### config.mk
export PLATFORM = sky130hd
export DESIGN_NAME = servant_clk_en_ctrl
export DESIGN_NICKNAME = d
export VERILOG_FILES = /design/src/rtl/servant_clk_en_ctrl.sv
export SDC_FILE = /design/constraint.sdc
export NUM_CORES = 1
export LEC_CHECK = 0
export ABC_AREA = 1
export CORE_ASPECT_RATIO = 0.7
export CORE_MARGIN = 1
export CORE_UTILIZATION = 30
export CTS_CLUSTER_DIAMETER = 100
export DETAILED_ROUTE_END_ITERATION = 16
export GPL_ROUTABILITY_DRIVEN = 1
export SETUP_SLACK_MARGIN = 0.1
export SYNTH_ARGS = -nofsm -noshare
export SYNTH_HDL_FRONTEND = slang
export SYNTH_SLANG_ARGS = --single-unit
### constraint.sdc
create_clock -name i_clk -period 1.57 [get_ports i_clk]
set_input_delay 0.157 -clock i_clk [delete_from_list [all_inputs] [get_ports i_clk]]
set_output_delay 0.157 -clock i_clk [all_outputs]
set_load 0.01 [all_outputs]
### src/rtl/servant_clk_en_ctrl.sv
// Reset synchroniser/stretcher plus per-channel clock-enable FSMs (RUN/DRAIN/SLEEP/WAKE).
// Enables and o_rst are decoded straight from registers; async reset forces all clocks on.
module servant_clk_en_ctrl #(
  parameter int                  CHANNELS     = 2,
  parameter int                  RST_CYCLES   = 16,
  parameter int                  DRAIN_CYCLES = 2,
  parameter int                  WAKE_DELAY   = 4,
  parameter logic [CHANNELS-1:0] ALWAYS_ON    = 2'b01
) (
  input  logic                i_clk,
  input  logic                i_rst_n,
  input  logic [CHANNELS-1:0] i_sleep_req,
  input  logic [CHANNELS-1:0] i_wake,
  output logic [CHANNELS-1:0] o_clk_en,
  output logic [CHANNELS-1:0] o_asleep,
  output logic                o_rst
);

  localparam int MAXC    = (DRAIN_CYCLES > WAKE_DELAY) ? DRAIN_CYCLES : WAKE_DELAY;
  localparam int CW      = ($clog2(MAXC + 1) < 1) ? 1 : $clog2(MAXC + 1);
  localparam int DRAIN_LD = (DRAIN_CYCLES > 0) ? DRAIN_CYCLES - 1 : 0;
  localparam int WAKE_LD  = (WAKE_DELAY > 0) ? WAKE_DELAY - 1 : 0;

  typedef enum logic [1:0] {
    ST_RUN,
    ST_DRAIN,
    ST_SLEEP,
    ST_WAKE
  } state_e;

  logic [1:0] sync_q;
  logic       rst_sync;
  logic [7:0] rcnt_q, rcnt_d;
  logic       rst_q, rst_d;

  state_e        state_q [CHANNELS];
  state_e        state_d [CHANNELS];
  logic [CW-1:0] cnt_q   [CHANNELS];
  logic [CW-1:0] cnt_d   [CHANNELS];

  // Async assert, sync deassert of the internal reset.
  always_ff @(posedge i_clk or negedge i_rst_n) begin
    if (!i_rst_n) begin
      sync_q <= 2'b00;
    end else begin
      sync_q <= {sync_q[0], 1'b1};
    end
  end

  assign rst_sync = sync_q[1];

  always_comb begin
    rcnt_d = rcnt_q;
    rst_d  = rst_q;
    if (rst_q && rst_sync) begin
      if (rcnt_q == 8'(RST_CYCLES - 1)) begin
        rst_d = 1'b0;
      end else begin
        rcnt_d = rcnt_q + 8'd1;
      end
    end
  end

  always_ff @(posedge i_clk or negedge i_rst_n) begin
    if (!i_rst_n) begin
      rcnt_q <= 8'd0;
      rst_q  <= 1'b1;
    end else begin
      rcnt_q <= rcnt_d;
      rst_q  <= rst_d;
    end
  end

  always_ff @(posedge i_clk or negedge i_rst_n) begin
    if (!i_rst_n) begin
      for (int c = 0; c < CHANNELS; c++) begin
        state_q[c] <= ST_RUN;
        cnt_q[c]   <= '0;
      end
    end else begin
      for (int c = 0; c < CHANNELS; c++) begin
        state_q[c] <= state_d[c];
        cnt_q[c]   <= cnt_d[c];
      end
    end
  end

  // Channels hold in RUN while the downstream reset is still active.
  always_comb begin
    for (int c = 0; c < CHANNELS; c++) begin
      state_d[c] = state_q[c];
      cnt_d[c]   = cnt_q[c];
      if (!rst_q) begin
        case (state_q[c])
          ST_RUN: begin
            if (i_sleep_req[c] && !i_wake[c] && !ALWAYS_ON[c]) begin
              if (DRAIN_CYCLES == 0) begin
                state_d[c] = ST_SLEEP;
              end else begin
                state_d[c] = ST_DRAIN;
                cnt_d[c]   = CW'(DRAIN_LD);
              end
            end
          end
          ST_DRAIN: begin
            if (i_wake[c]) begin
              state_d[c] = ST_RUN;
            end else if (cnt_q[c] == '0) begin
              state_d[c] = ST_SLEEP;
            end else begin
              cnt_d[c] = cnt_q[c] - CW'(1);
            end
          end
          ST_SLEEP: begin
            if (i_wake[c]) begin
              if (WAKE_DELAY == 0) begin
                state_d[c] = ST_RUN;
              end else begin
                state_d[c] = ST_WAKE;
                cnt_d[c]   = CW'(WAKE_LD);
              end
            end
          end
          default: begin
            if (cnt_q[c] == '0) begin
              state_d[c] = ST_RUN;
            end else begin
              cnt_d[c] = cnt_q[c] - CW'(1);
            end
          end
        endcase
      end
    end
  end

  always_comb begin
    for (int c = 0; c < CHANNELS; c++) begin
      o_clk_en[c] = (state_q[c] != ST_SLEEP) && (state_q[c] != ST_WAKE);
      o_asleep[c] = (state_q[c] == ST_SLEEP);
    end
  end

  assign o_rst = rst_q;

endmodule

# Word level (Yosys, flattened, before mapping)
# Cells that the tools add are included.
# classes
addsub	3
n_eq_ne	16
mux	20
bitwise	3
n_reduce_logical	17
# op_table
operator	count
3-bit 2-to-1 mux	7
2-bit 2-to-1 mux	9
2-bit inequality test (second input constant)	9
3-bit one-hot mux with 3 select lines	2
2-bit one-hot mux with 3 select lines	2
5-bit AND reduction	2
8-bit by 1-bit adder with 8-bit output (second input constant)	1
8-bit by 4-bit == test with 1-bit output (second input constant)	1
4-bit AND reduction	2
3-bit logical NOT	2
3-bit inequality test (second input constant)	2
3-bit by 1-bit subtractor with 3-bit output (second input constant)	2
2-bit by 1-bit == test with 1-bit output (second input constant)	2
2-bit == test (second input constant)	2
1-bit logical AND	4
2-bit logical NOT	2
2-bit AND reduction	2
4-bit nonzero test	1
1-bit inverter	3
3-bit nonzero test	1
1-bit logical NOT	1
# totals
regBits	21
elab_cells	66

# Depth between registers and ports, before layout
# Gate-level depths: netlist of run 1.
# logic_depth
ltp_word	4
mapped_depth	8

# Least setup slack after synthesis of run 1
# Ideal clock, no wire load.
# synth_path
path_type	register to register
startpoint	register state_q[2] (netlist name)
endpoint	register cnt_q[3] (netlist name)
setup_ns	0.126
arrival_ns	1.213
required_time_ns	1.444
slack_ns	0.231
stages_incl_launch_ff	9
n_path_buf	0
synth_period_minus_slack_ns	1.339
path_cell_list	dfrtp_1 inv_1 ha_1 inv_2 nor2_1 nor2_1 nand3_2 nand2_1 o21ai_0
# synth_between
elab_chain_cells	3
# synth_lines
element	line	text
start, declared	36	state_e state_q [CHANNELS];
start signal, assigned by index	82	state_q[c] <= state_d[c];
2-bit == test *	-	
named net o_asleep[0]	15	output logic [CHANNELS-1:0] o_asleep,
2-bit inequality test (no source line)	-	
4-bit AND reduction (no source line)	-	
end signal, assigned by index	83	cnt_q[c] <= cnt_d[c];
end, declared	38	logic [CW-1:0] cnt_q [CHANNELS];
# The timed path passes the listed nets; every way through them passes the cells marked *.
# A chain may end at the register's enable or synchronous reset.

# Final worst setup path of run 1
# layout_path
startpoint	register state_q[3] (netlist name)
endpoint	register cnt_q[3] (netlist name)
# layout_between
elab_chain_cells	3
# layout_lines
element	line	text
2-bit by 1-bit == test with 1-bit output, or another cell as far along	94	case (state_q[c])
2-bit inequality test (no source line) / 1-bit inverter (equally long branches)	-	
4-bit AND reduction (no source line)	-	
# Parallel ways exist; a longest one is shown, timed or not.

==> results of run 1 <==
==> cells in the mapped netlist (all sizes together) <==
master	count	area [um^2]
xnor2	2	17.5
ha	9	113
o21ai	12	71.3
a21oi	2	10.0
xor2	2	17.5
nor2	15	61.3
nor3	1	5.00
nand3	13	82.6
nand3b	2	15.0
or2	1	6.26
dfrtp	20	500
dfstp	1	26.3
nand2	63	244
inv	21	78.8
conb	1	3.75
==> power by group through the flow <==
stage	logic, mW	clock network (mW)	registers, mW
2_1_floorplan	0.561	0	0.740
6_report	0.890	0.359	0.726
3_5_place_dp	0.774	0	0.764
3_3_place_gp	0.761	0	0.757
4_1_cts	0.868	0.371	0.722
5_1_grt	1.05	0.397	0.743
==> cells in the final DEF (no fill, tap or decap), types with 2 or more instances in the layout <==
master           instances
nor2_1                  13
nand2_2                  4
clkdlybuf4s50_1          4
nand3_1                 11
o21ai_0                  7
dfrtp_1                 18
nor2_2                   2
nand2_1                 59
inv_1                   17
nand3b_1                 2
ha_1                     7
o21ai_1                  4
a21oi_1                  2
inv_2                    4
dlygate4sd2_1            3
dfrtp_2                  2
buf_4                    9
clkbuf_8                 3
xnor2_1                  2
xor2_1                   2
==> kinds of logic after synthesis <==
family | after synthesis
AO/OA/AOI/OAI | 14
XOR/XNOR | 4
flip-flops | 21
adder cells (fa/ha/maj) | 9
other | 1
buffers and inverters | 21
AND/OR/NAND/NOR | 95
==> registers in the layout, summed over array words and instances, names as in the netlist <==
name and count:
cnt_q 6, o_rst 1, rcnt_q 8, state_q 4
sync_q 2
==> metal layers <==
layer  track usage  vias to the layer above  wire length (um)
li1              -                      556                 -
met1         0.175                      453              1330
met2         0.160                        7               967
met3       0.00984                        2                39
met4        0.0468                        0                24
met5             0                        -                 0
==> worst max path at each step <==
| stage | to | slack (ns) | cells past startpoint |
|---|---|---|---|
| 2_1_floorplan | cnt_q[3] | 0.23 | 8 |
| 3_3_place_gp | cnt_q[3] | 0.06 | 9 |
| 3_5_place_dp | cnt_q[4] | 0.04 | 9 |
| 4_1_cts | o_clk_en[0] | 0.09 | 4 |
| 5_1_grt | cnt_q[5] | 0.04 | 8 |
| 6_report | cnt_q[3] | 0.13 | 8 |
==> final cells by class <==
type                            count  area share
Tap cell                           52      0.0421
Clock buffer                        4      0.0291
Inverter                           21      0.0510
Sequential cell                    21       0.343
Timing Repair Buffer               19       0.105
Multi-Input combinational cell    123       0.430
==> what timing repair did <==
item | in CTS | in global routing
resized for setup | 7 | 12
endpoints found under the setup margin | 10 | 7
setup buffers | 4 | 2
pin swaps | 2 | 4
==> worst max-delay path: cells and delay by family, from the launching register on <==
| family | cells | cell delay, ns |
|---|---|---|
| buffers and inverters | 2 | 0.16 |
| adders and majority gates | 1 | 0.19 |
| AOI/OAI and AO/OA | 1 | 0.06 |
| DFF | 1 | 0.45 |
| and+or+nand+nor | 4 | 0.47 |
==> through the flow <==
step	hold WS [ns]	total power [mW]	setup WS, ns	utilization
finish	0.233	1.97	0.130	0.389
global route	0.251	2.19	0.0368	0.389
CTS	0.243	1.96	0.0926	0.381
detailed placement	0.336	1.54	0.0437	0.362
global placement	0.334	1.52	0.0615	0.362
floorplan	-0.139	1.30	0.231	-
==> run_results.csv, run 1 <==
group,metric,value,unit
outcome,status,"complete, no violations",
worst_setup_path,r2r_slack,0.13,ns
logic_synthesis,synth_top_family_by_area,"simple AND/OR/NAND/NOR gates",
routing,wirelength,2360,um
place,dp_cells,230,
floorplanning,core,3970,um^2
place,post-dp-hpwl,1610,um
layout,antenna_cells,0,
place,portBuffers,9,
clocking,numCtsBuffers,3,
logic_synthesis,synth.distinct_cells,21,
routing,initialDrtViolationCount,58,
power_and_ir_drop,share_seq_of_total_power,0.368,
power_and_ir_drop,power.density,1280,nW/um^2
floorplanning,die_w,79.2,um
global_routing,grt_pass1_wl,3980,um
timing,clock.fmax,694,MHz
logic_synthesis,synth_nets,180,
timing,slew_violations,0,
clocking,cts_tree,"yes",
logic_synthesis,synth.avg_cell_area,7.59,um^2
worst_setup_path,r2r_cells,8,
layout,area_growth,23.4,%
timing,hold_viol,0,
timing,finalClockSkew,0.00371,ns
power_and_ir_drop,comb_power_share,0.451,
logic_synthesis,netlist_area,1250,um^2
worst_hold_path,min_path_type,"primary input to async pin",
logic_synthesis,yosys_warnings,0,
worst_setup_path,cp_cell_sequence,"ha_4 -> buf_6 -> inv_2 -> nor2_1 -> nor2_1 -> nand3_2 -> nand2_1 -> o21ai_1",
worst_setup_path,setup.worst_path.start,"state_q[3]",
global_routing,grt_max_degree,22,
logic_synthesis,synth-xor-area-share,0.0280,
worst_setup_path,crit_type,"flop to flop",
logic_synthesis,synthAdderAreaFrac,0.0899,
worst_setup_path,worst_setup_path_end_kind,"flop",
layout,ff_latch_area,529,um^2
routing,drc_errors,0,
worst_setup_path,r2r_start,"state_q[3]",
logic_synthesis,synth_cells,165,
global_routing,antenna_found_initial,0,
layout,multi_input_area,664,um^2
timing,rsz0062_at_grt,"yes",
worst_setup_path,cpMaxStageDelayCell,"dfrtp_2",
clocking,cts.htree.levels,1,
layout,drive_gt1_frac,0.176,
worst_setup_path,cp_max_fo,6,
clocking,clockBufferDepth,2,
floorplanning,die_y,56.1,um
layout,finalNetCount,204,
clocking,cts-root-buf,"clkbuf_8",
logic_synthesis,synth-seq-area-share,0.421,
power_and_ir_drop,swShare,0.377,
layout,stdcell_count,240,
worst_setup_path,cp-start-kind,"flop",
timing,fin_tns_setup,0,ns
power_and_ir_drop,ir_drop,0.449,mV
layout,fill_cells,395,
worst_setup_path,cp_common_cell,"nor2_1",
floorplanning,rows,19,
place,dpl_cell_area,1440,um^2
routing,wire_per_inst,9.82,um
power_and_ir_drop,power.switching,0.745,mW
worst_setup_path,max_stage_delay,0.45,ns
floorplanning,fp.dieArea,4440,um^2
timing,period_needed,1.44,ns
logic_synthesis,synth_compound_area_frac,0.0649,
global_routing,overflow,0,
routing,num_vias,1018,
clocking,clk_latency,0.26,ns
routing,ant_nets,0,
run,max-cap-violations,0,
routing,first_pass_iters,4,
power_and_ir_drop,p_leak,0.799,nW
clocking,clk_pin_slew,0.08,ns
worst_setup_path,reg2reg_to,"cnt_q[3]",
clocking,cts_hold_buf,0,
place,gp_congestion,0.754,
timing,finalSetupViolCount,0,
worst_setup_path,required,1.72,ns
timing,period_share,0.917,
floorplanning,initial_core_util,0.315,
routing,vias_per_cell,4.24,
power_and_ir_drop,internal-power,1.23,mW
floorplanning,ios,11,
power_and_ir_drop,p_clk_frac,0.182,
global_routing,track_usage,0.113,
logic_synthesis,synth_mux_area_frac,0,
logic_synthesis,yosys.area_share.simple,0.331,
clocking,clock-sinks,21,
worst_setup_path,cp.arrival,1.59,ns
layout,fin_area,1550,um^2
logic_synthesis,synth-seq-cells,21,
global_routing,grt_pass1_vias,890,
(Power assumes the default switching activity.)
==> run 2: changes to the inputs <==
--- a/config.mk
+++ b/config.mk
@@ -7,7 +7,7 @@
 export LEC_CHECK = 0
 export ABC_AREA = 1
 export CORE_ASPECT_RATIO = 0.7
-export CORE_MARGIN = 1
+export CORE_MARGIN = 2
 export CORE_UTILIZATION = 30
 export CTS_CLUSTER_DIAMETER = 100
 export DETAILED_ROUTE_END_ITERATION = 16
==> run 2 against run 1 <==
Against the previous run:
- worst hold slack got worse by 0.00071 ns
- register-to-register slack improved by 0.06 ns
- first-iteration DRC count increased by 12%
- critical path depth decreased by 4
- die area increased by 6.2%
- flip-flop and latch count unchanged
- fmax increased by 2.3%
- critical path type is now flop to output pin
- largest power group unchanged
- highest routed layer unchanged
==> run_results.csv, run 2 (synthesized netlist as in run 1, its figures left out) <==
group,metric,value,unit
clocking,cts-root-buf,"clkbuf_8",
clocking,clk_latency,0.26,ns
worst_setup_path,crit_family,"flip-flops",
global_routing,overflow,0,
layout,final_common_cell,"nand2_1",
layout,fin_util,0.406,
global_routing,grt_max_degree,22,
floorplanning,ios,11,
clocking,clockBufferDepth,2,
power_and_ir_drop,power.density,1290,nW/um^2
timing,holdWs,0.233,ns
place,post-dp-hpwl,1710,um
layout,fin_area,1610,um^2
place,gp_congestion,0.751,
layout,layout_common_cells,"54 x nand2_1, 18 x dfrtp_1, 15 x inv_1",
worst_setup_path,crit_type,"flop to output pin",
timing,slew_violations,0,
floorplanning,die_y,58.1,um
routing,first_pass_iters,4,
routing,ant_nets,0,
worst_setup_path,cp_cell_sequence,"ha_4 -> buf_4 -> nor2_1 -> buf_2",
layout,fill_cells,415,
timing,clock.fmax,711,MHz
layout,drive_gt1_frac,0.251,
routing,num_vias,1062,
floorplanning,fp.dieArea,4720,um^2
timing,finalSetupViolCount,0,
layout,finalNetCount,207,
layout,top_regs,"rcnt_q x8, cnt_q x6, state_q x4",
worst_setup_path,cp.arrival,1.25,ns
routing,wire_per_inst,10.0,um
timing,finalClockSkew,0.00377,ns
worst_setup_path,cp-start-kind,"flop",
global_routing,grt_pass1_vias,924,
worst_setup_path,worst_setup_path_end_kind,"output pin",
timing,period_needed,1.41,ns
clocking,cts_hold_buf,0,
global_routing,antenna_found_initial,0,
layout,largest_register,"rcnt_q",
clocking,numCtsBuffers,3,
place,dpl_cell_area,1440,um^2
layout,area_growth,28.6,%
clocking,cts_tree,"yes",
floorplanning,core,3970,um^2
run,max-cap-violations,0,
clocking,clk_pin_slew,0.08,ns
place,portBuffers,9,
global_routing,track_usage,0.114,
worst_setup_path,max_stage_delay,0.46,ns
routing,vias_per_cell,4.37,
power_and_ir_drop,power.total,2.08,mW
timing,hold_viol,0,
worst_setup_path,cp_num_buf_inv,2,
worst_setup_path,required,1.41,ns
routing,drc_errors,0,
timing,rsz0062_at_grt,"yes",
outcome,status,"complete, no violations",
power_and_ir_drop,p_leak,0.816,nW
floorplanning,rows,19,
floorplanning,initial_core_util,0.315,
floorplanning,die_w,81.2,um
global_routing,grt_pass1_wl,4150,um
layout,largest_reg_flops,8,
routing,wirelength,2440,um
clocking,cts.htree.levels,1,
routing,initialDrtViolationCount,65,
timing,period_share,0.896,
clocking,clock-sinks,21,
power_and_ir_drop,ir_drop,0.592,mV
worst_setup_path,cp_max_fo,4,
worst_hold_path,min_path_type,"primary input to async pin",
worst_setup_path,cpMaxStageDelayCell,"dfrtp_2",
layout,antenna_cells,0,
-- run 2: cell count changes in the layout (fill, tap and decap cells not counted), moves of 2 or more --
cell     previous run  this run
nand2_1            59        54
nand2_2             4         9
nor2_1             13        10
buf_4               9        11
inv_1              17        15
nor2_2              2         4
-- run 2: timing repair --
item                       CTS  global route
setup endpoints to repair   10             9
gates resized for setup      7            28
pin swaps                    0             5
setup buffers                5             4
-- run 2: where the power goes --
group          total (mW)  internal (mW)  leakage [nW]  switching, mW
registers           0.728          0.657         0.270         0.0712
logic               0.999          0.446         0.520          0.553
clock network       0.352          0.177        0.0255          0.176
total                2.08           1.28         0.816          0.800
-- run 2: layout make-up --
class	count	area [um^2]	share of cell area
clock buffer	3	41.3	0.0256
tap	52	65.1	0.0404
multi-input combinational	123	699	0.434
clock inverter	1	5.00	0.00311
sequential	21	529	0.329
timing repair buffer	22	189	0.117
inverter	21	81.3	0.0505
-- run 2: final timing paths --
kind	end	slack (ns)	depth (start not counted)	start
max in group asynchronous	o_rst	1.07	2	i_rst_n
max reg2reg	cnt_q[4]	0.19	8	state_q[3]
min in group i_clk	sync_q[1]	0.35	0	sync_q[0]
max	o_clk_en[0]	0.16	4	state_q[3]
min	rcnt_q[4]	0.23	2	i_rst_n
min reg2reg	sync_q[1]	0.35	0	sync_q[0]
-- run 2: per-layer routing --
| layer | wire length [um] | track usage | vias to the layer above | part of all wire |
|---|---|---|---|---|
| met2 | 1050 | 0.172 | 16 | 0.43 |
| li1 | - | - | 560 | - |
| met3 | 117 | 0.0374 | 2 | 0.048 |
| met1 | 1250 | 0.160 | 484 | 0.51 |
| met4 | 21 | 0.0242 | 0 | 0.0086 |
| met5 | 0 | 0 | - | 0 |
-- run 2: metrics by stage --
stage | std cells | setup slack [ns] | setup TNS (ns)
after floorplan | 165 | 0.231 | 0
after global placement | 230 | 0.0384 | 0
after detailed placement | 230 | -0.0626 | -0.260
after CTS | 239 | 0.0871 | 0
after global routing | 243 | 0.0726 | 0
final | 243 | 0.163 | 0
-- run 2: worst register-to-register path: stages (launching register included) --
cell	delay (ns)
dfrtp_2	0.46
ha_4	0.19
buf_6	0.12
inv_4	0.05
nor2_2	0.04
nor2_4	0.14
nand3_4	0.13
nand2_2	0.09
o21ai_1	0.06
==> run 3: changes to the inputs <==
==> constraint.sdc (replaced) <==
create_clock -name i_clk -period 1.8 [get_ports i_clk]
set_input_delay 0.18 -clock i_clk [delete_from_list [all_inputs] [get_ports i_clk]]
set_output_delay 0.18 -clock i_clk [all_outputs]
set_load 0.01 [all_outputs]
==> run 3 against run 2 <==
Against the previous run:
- die area unchanged
- critical path depth did not move
- clock-buffer cell count is the same
- core utilization fell by 3.2 points
- highest routed layer unchanged
==> run_results.csv, run 3 (synthesized netlist as in run 1, its figures left out) <==
group,metric,value,unit
clocking,numCtsBuffers,3,
timing,period_needed,1.65,ns
timing,finalSetupViolCount,0,
run,max-cap-violations,0,
worst_hold_path,min_path_type,"primary input to async pin",
routing,first_pass_iters,6,
worst_setup_path,cp-start-kind,"flop",
floorplanning,ios,11,
layout,final_common_cell,"nand2_1",
routing,wirelength,2170,um
routing,wire_per_inst,9.34,um
power_and_ir_drop,p_leak,0.760,nW
place,dpl_cell_area,1420,um^2
floorplanning,fp.dieArea,4720,um^2
place,gp_congestion,0.751,
timing,rsz0062_at_grt,"yes",
clocking,cts_hold_buf,0,
power_and_ir_drop,ir_drop,0.463,mV
clocking,clock-sinks,21,
worst_setup_path,crit_type,"flop to output pin",
worst_setup_path,required,1.62,ns
timing,fin_tns_setup,0,ns
worst_setup_path,max_stage_delay,0.53,ns
timing,finalWorstSetupSlack,0.154,ns
timing,clock.fmax,607,MHz
floorplanning,core,3970,um^2
global_routing,grt_pass1_wl,3970,um
layout,fin_util,0.374,
clocking,clockBufferDepth,2,
timing,period_share,0.915,
worst_setup_path,cp.arrival,1.47,ns
clocking,cts-root-buf,"clkbuf_8",
global_routing,overflow,0,
layout,largest_register,"rcnt_q",
place,dp_cells,227,
global_routing,grt_pass1_vias,899,
layout,fin_area,1480,um^2
worst_setup_path,cp_cell_sequence,"inv_2 -> nand2_1 -> inv_1 -> clkdlybuf4s50_1",
place,post-dp-hpwl,1600,um
clocking,clk_latency,0.26,ns
floorplanning,die_y,58.1,um
routing,vias_per_cell,4.30,
global_routing,grt_max_degree,22,
global_routing,track_usage,0.108,
clocking,cts.htree.levels,1,
floorplanning,rows,19,
layout,stdcell_count,232,
timing,hold_viol,0,
layout,drive_gt1_frac,0.128,
power_and_ir_drop,power.density,1090,nW/um^2
place,portBuffers,9,
layout,finalNetCount,196,
layout,antenna_cells,0,
timing,holdWs,0.260,ns
routing,initialDrtViolationCount,81,
worst_setup_path,cpMaxStageDelayCell,"clkdlybuf4s50_1",
floorplanning,die_w,81.2,um
layout,area_growth,18.5,%
power_and_ir_drop,power.total,1.62,mW
place,place_ws,0.175,ns
global_routing,antenna_found_initial,0,
routing,num_vias,998,
worst_setup_path,cp_max_fo,6,
layout,fill_cells,409,
routing,drc_errors,0,
timing,finalClockSkew,0.00358,ns
outcome,status,"complete, no violations",
timing,slew_violations,0,
layout,largest_reg_flops,8,
layout,top_regs,"rcnt_q x8, cnt_q x6, state_q x4",
routing,ant_nets,0,
worst_setup_path,worst_setup_path_end_kind,"output pin",
layout,layout_common_cells,"60 x nand2_1, 19 x dfrtp_1, 16 x inv_1",
clocking,cts_tree,"yes",
clocking,clk_pin_slew,0.08,ns
floorplanning,initial_core_util,0.315,
==> run 3: cell types whose count changed in the layout (fill, tap and decap cells not counted), moves of 4 or more <==
cell | before | now
buf_4 | 11 | 2
nand2_1 | 54 | 60
nand2_2 | 9 | 3
o21ai_0 | 7 | 11
o21ai_1 | 4 | 0
==> run 3: area by class of cell <==
cell class,count,area [um^2],area share
clock buffer,3,41.3,0.0278
clock inverter,1,5.00,0.00337
inverter,21,78.8,0.0531
multi-input combinational,123,659,0.444
sequential,21,528,0.356
tap,52,65.1,0.0438
timing repair buffer,11,106,0.0717
==> run 3: final timing paths <==
path	from	endpoint	slack, ns	cells past startpoint
max in group asynchronous	i_rst_n	o_rst	1.27	2
setup reg to reg	state_q[3]	cnt_q[4]	0.44	8
hold / removal	i_rst_n	rcnt_q[4]	0.26	2
min in group i_clk	sync_q[0]	sync_q[1]	0.35	0
hold reg to reg	sync_q[0]	sync_q[1]	0.35	0
setup / recovery	state_q[0]	o_asleep[1]	0.15	4
==> run 3: worst max-delay path, delay by kind of cell (launching register included) <==
family	cells	cell delay (ns)
buffers and inverters	3	0.69
DFF	1	0.45
and+or+nand+nor	1	0.07
==> run 3: power breakdown <==
part | internal [mW] | total (mW) | leakage, nW | switching (mW)
Sequential | 0.573 | 0.658 | 0.272 | 0.0851
Clock | 0.154 | 0.303 | 0.0255 | 0.149
Combinational | 0.282 | 0.656 | 0.463 | 0.374
==> run 3: timing repair <==
item                                    4_1_cts  5_1_grt
resized for setup                             5        2
endpoints found under the setup margin        3        2
buffers inserted                              1        0
==> run 3: metal layers <==
metal,up-vias,track usage,part of all wire
met5,-,0,0
met4,0,0.0218,0.0097
met3,2,0.0327,0.035
met2,15,0.163,0.41
met1,442,0.153,0.54
li1,539,-,-
